==> config.mk <==
export PLATFORM = sky130hd
export DESIGN_NAME = mux_stim_gen
export DESIGN_NICKNAME = d
export VERILOG_FILES = /design/src/rtl/mux_stim_gen.sv
export SDC_FILE = /design/constraint.sdc
export NUM_CORES = 1
export LEC_CHECK = 0
export BUFFER_PORTS_ARGS = -buffer_cell sky130_fd_sc_hd__buf_2
export CAP_MARGIN = 0
export CORE_ASPECT_RATIO = 1.75
export CORE_MARGIN = 5
export CORE_UTILIZATION = 64
export DETAILED_ROUTE_END_ITERATION = 6
export PLACE_DENSITY_LB_ADDON = 0.3
export SYNTH_ARGS = -nofsm -noshare
export SYNTH_HDL_FRONTEND = slang
export SYNTH_SLANG_ARGS = --single-unit
==> constraint.sdc <==
create_clock -name clk -period 3.3 [get_ports clk]
set_input_delay 0.66 -clock clk [delete_from_list [all_inputs] [get_ports clk]]
set_output_delay 0.66 -clock clk [all_outputs]
set_load 0.02 [all_outputs]
==> src/rtl/mux_stim_gen.sv <==
// mux_stim_gen: seedable LFSR stimulus generator and response checker for a 2x1 MUX under test
module mux_stim_gen #(
    parameter int                LFSR_W     = 16,
    parameter logic [LFSR_W-1:0] SEED       = 16'hACE1,
    parameter int                NUM_VEC    = 10,
    parameter int                SETTLE_CYC = 4
) (
    input  logic       clk,
    input  logic       rst,
    input  logic       start,
    input  logic       mux_out,
    output logic       in_a,
    output logic       in_b,
    output logic       sel,
    output logic       busy,
    output logic       sample_vld,
    output logic       exp_out,
    output logic       mismatch,
    output logic [7:0] err_cnt,
    output logic       done
);
    localparam logic [LFSR_W-1:0] SEED_EFF  = (SEED == '0) ? LFSR_W'(1) : SEED;
    localparam logic [LFSR_W-1:0] TAPS      = LFSR_W'(16'hB400);
    localparam logic [15:0]       LAST      = 16'(NUM_VEC);
    localparam logic [7:0]        SETTLE_LD = 8'(SETTLE_CYC - 1);
    typedef enum logic [2:0] {IDLE, LOAD, SETTLE, SAMPLE, DONE} state_t;
    state_t            state_q, state_d;
    logic [LFSR_W-1:0] lfsr_q, lfsr_d, lfsr_nxt;
    logic [15:0]       vec_q, vec_d;
    logic [7:0]        settle_q, settle_d, err_q, err_d;
    logic [2:0]        abc_q, abc_d;
    logic              exp_q, exp_d;
    always_ff @(posedge clk or posedge rst) begin
        if (rst) begin
            state_q  <= IDLE;
            lfsr_q   <= SEED_EFF;
            vec_q    <= '0;
            settle_q <= '0;
            err_q    <= '0;
            abc_q    <= '0;
            exp_q    <= 1'b0;
        end else begin
            state_q  <= state_d;
            lfsr_q   <= lfsr_d;
            vec_q    <= vec_d;
            settle_q <= settle_d;
            err_q    <= err_d;
            abc_q    <= abc_d;
            exp_q    <= exp_d;
        end
    end
    always_comb begin
        lfsr_nxt = (lfsr_q >> 1) ^ (lfsr_q[0] ? TAPS : '0);
        state_d  = state_q;
        lfsr_d   = lfsr_q;
        vec_d    = vec_q;
        settle_d = settle_q;
        err_d    = err_q;
        abc_d    = abc_q;
        exp_d    = exp_q;
        // case inequality so X/Z from a switch-level MUX counts as an error
        mismatch = (state_q == SAMPLE) && (mux_out !== exp_q);
        case (state_q)
            IDLE: if (start) begin
                state_d = LOAD;
                err_d   = '0;
                vec_d   = '0;
            end
            LOAD: begin
                lfsr_d   = lfsr_nxt;
                abc_d    = lfsr_nxt[2:0];
                exp_d    = lfsr_nxt[2] ? lfsr_nxt[1] : lfsr_nxt[0];
                settle_d = SETTLE_LD;
                state_d  = (SETTLE_CYC > 0) ? SETTLE : SAMPLE;
            end
            SETTLE: begin
                settle_d = settle_q - 8'd1;
                state_d  = (settle_q == 8'd0) ? SAMPLE : SETTLE;
            end
            SAMPLE: begin
                err_d   = (mismatch && err_q != 8'hFF) ? err_q + 8'd1 : err_q;
                vec_d   = vec_q + 16'd1;
                state_d = (vec_q + 16'd1 == LAST) ? DONE : LOAD;
            end
            DONE:    state_d = IDLE;
            default: state_d = IDLE;
        endcase
    end
    assign in_a       = abc_q[0];
    assign in_b       = abc_q[1];
    assign sel        = abc_q[2];
    assign exp_out    = exp_q;
    assign busy       = state_q != IDLE;
    assign sample_vld = state_q == SAMPLE;
    assign done       = state_q == DONE;
    assign err_cnt    = err_q;
endmodule
==> metrics.md <==
| Metric | Value |
|---|---|
| Status | `finished clean` |
| Power share of the sequential group | `0.600` |
| Tmin final | `2.38 ns` |
| Sink Count | `53` |
| Routed WL | `5.36 mm` |
| Initial Util | `0.663` |
| Row count | `31` |
| Post_cts resized | `0` |
| Fin. Hold Viols | `0` |
| Gr usage total | `0.204` |
| CP Capture Type | `output port` |
| Final Slew Violations | `0` |
| First-pass GRT wire length | `9.35 mm` |
| DP HPWL | `3.81 mm` |
| Seq/Total Area, Yosys | `0.481` |
| I/O pin cnt | `20` |
| Worst Hold Class | `flip-flop to flip-flop` |
| Antenna diodes | `0` |
| Peak VDD IR | `328 uV` |
| Yosys top cell area share | `0.406` |
| Post-layout net count | `326` |
| GP Congestion | `0.823` |
| Synthesized instance count | `307` |
| Commonest cells after routing, fill and taps aside | `nand2_1, dfrtp_1, nor2_1, o21ai_0, buf_2` |
| Worst R2R Path Depth | `7` |
| Via-per-instance ratio | `6.01` |
| Die ar. | `0.00581 mm2` |
| Commonest non-fill, non-tap cell in the layout | `nand2_1` |
| Leakage | `1.35 nW` |
| Yosys Warn Count | `0` |
| Share of cells above drive strength 1 | `0.157` |
| Maximum fanout along the worst path | `26` |
| Int Pwr | `0.845 mW` |
| Critical path arrival | `1.72 ns` |
| CP required | `2.64 ns` |
| PortBufs | `19` |
| ANT nets after route | `0` |
| Initial antenna violation count | `0` |
| Die X | `59.8 um` |
| Synthesized cell area | `0.00278 mm2` |
| Die outline height | `97.1 um` |
| DP Worst Slack | `1.12 ns` |
| Worst-Skew Late Latency | `0.31 ns` |
| Max Root-Sink Buffers | `2` |
| Pre-Repair DR Iteration Count | `6` |
| Via count | `2,213` |
| Hold_buf cts | `0` |
| Root buffer cell | `clkbuf_8` |
| Clk pwr share | `0.332` |
| Post-route setup TNS | `0 ns` |
| Placed Instances | `360` |
| Detailed router's first-iteration violation count | `63` |
| Post-synthesis cell type with the largest combined area | `dfrtp_1` |
| Setup Buffers After CTS | `0` |
| CTS tree | `built` |
| Drt wl/cell | `14.6 um` |
| WL met2 | `2.78 mm` |
| Pwr dens | `385 mW/mm2` |
| Htree depth | `2` |
| Number of global-route vias before repair | `2,136` |
| Worst Tran Pin Value | `1.05 ns` |
| Fmax | `420 MHz` |
| PnR worst setup slack | `0.920 ns` |
| Slew HR | `0.301` |
| Largest net degree at the start of global routing | `54` |
| Flops & latches, synth | `53` |
| Clk slew on worst S/H paths | `0.10 ns` |
| Crit Path Category | `flip-flop to output port` |
| Mapped Avg Cell Area | `9.04 um2` |
| Fin cells | `368` |
| Synth-to-Final Area Change | `6.94%` |
| CP Launch Type | `flip-flop` |
| Fin crit share | `0.721` |
| Psw | `0.299 mW` |
| Top Metal Used | `met4` |
| Number of CTS-inserted buffers | `5` |
| Hold depth | `2` |
| # setup viols final | `0` |
| Remaining DRCs | `0` |
| Met3 wire length | `186 um` |
| Switching share of power | `0.262` |
| Core ar. | `0.00419 mm2` |
| Max-Cap Viols | `0` |
| Comb power frac | `0.068` |
| Metal1 wirelength | `2.27 mm` |
| Net count after synthesis | `315` |
| Global route total overflow | `0` |
| Clock skew | `0.00864 ns` |
| Library cells used by synthesis | `50` |
| RSZ-0062 raised after global routing | `false` |
| Area contributors post-synth | `dfrtp_1, nand2_1, dfstp_2` |
==> Yosys cell counts (all sizes together) <==
library cell	instances
nand4	6
o22ai	2
xnor2	11
inv	9
nand2	66
buf	4
o211ai	1
or3b	1
nor3	6
ha	4
nand3b	2
nor4	4
dfrtp	45
a31oi	3
o21ai	31
and3	2
nor4b	2
xor2	6
or4	1
a311o	1
o31ai	5
o41ai	2
nand3	17
clkbuf	12
and2	3
or3	3
mux2i	3
or2	1
nor3b	2
a22o	2
a41oi	1
a2bb2oi	2
a31o	1
a21oi	5
dfstp	8
mux2	1
nor2	30
nand2b	2
==> cells by family after synthesis <==
logic type	after synthesis	share of synthesized area
AO/OA/AOI/OAI	56	0.121
XOR/XNOR	17	0.0536
adder cells (fa/ha/maj)	4	0.0180
buffers and inverters	25	0.0356
flip-flops	53	0.481
multiplexers	4	0.0149
AND/OR/NAND/NOR	148	0.275
==> final cells by class <==
type / instances / area [um2]
Clock buffer: 5 / 68.8
Clock inverter: 3 / 25.0
Fill cell: 326 / 1220
Inverter: 9 / 33.8
Multi-Input combinational cell: 229 / 1340
Sequential cell: 53 / 1340
Tap cell: 49 / 61.3
Timing Repair Buffer: 20 / 103
==> stage by stage <==
step,hold WS [ns],total power [mW],util,area [um2]
after floorplan,0.435,0.746,-,2780
after global placement,0.444,0.778,0.686,2880
after detailed placement,0.448,0.778,0.686,2880
after CTS,0.464,1.15,0.709,2970
after global routing,0.488,1.19,0.709,2970
final,0.461,1.14,0.709,2970
==> routing by layer <==
metal | vias to the layer above | track usage
met5 | - | 0
met4 | 0 | 0.0939
met2 | 47 | 0.353
met1 | 1077 | 0.233
li1 | 1079 | -
met3 | 10 | 0.0346
==> state kept, by name, indices dropped and copies added (netlist names) <==
signal and flops:
settle_q 8, exp_out 1, vec_q 16, state_q 3, abc_q 1, err_cnt 8, lfsr_q 16
==> final timing paths <==
check / endpoint / from / slack, ns
max reg2reg: state_q[0] / vec_q[0] / 1.09
min: lfsr_q[5] / lfsr_q[6] / 0.46
max in group asynchronous: settle_q[0] / rst / 2.07
min reg2reg: lfsr_q[5] / lfsr_q[6] / 0.46
min in group asynchronous: exp_out / rst / 0.60
max: sample_vld / state_q[0] / 0.92
==> power by group through the flow <==
stage	clock network [mW]	registers [mW]	logic, mW
floorplan	0	0.716	0.0309
global placement	0	0.698	0.0795
detailed placement	0	0.698	0.0801
CTS	0.386	0.686	0.0805
global route	0.412	0.691	0.0896
finish	0.380	0.686	0.0778
==> critical path, stage by stage (launching register included) <==
cell and delay [ns]:
dfrtp_1 0.60, nand3b_4 0.33, inv_2 0.27, buf_2 0.20
Power figures use the tool's default switching activity.
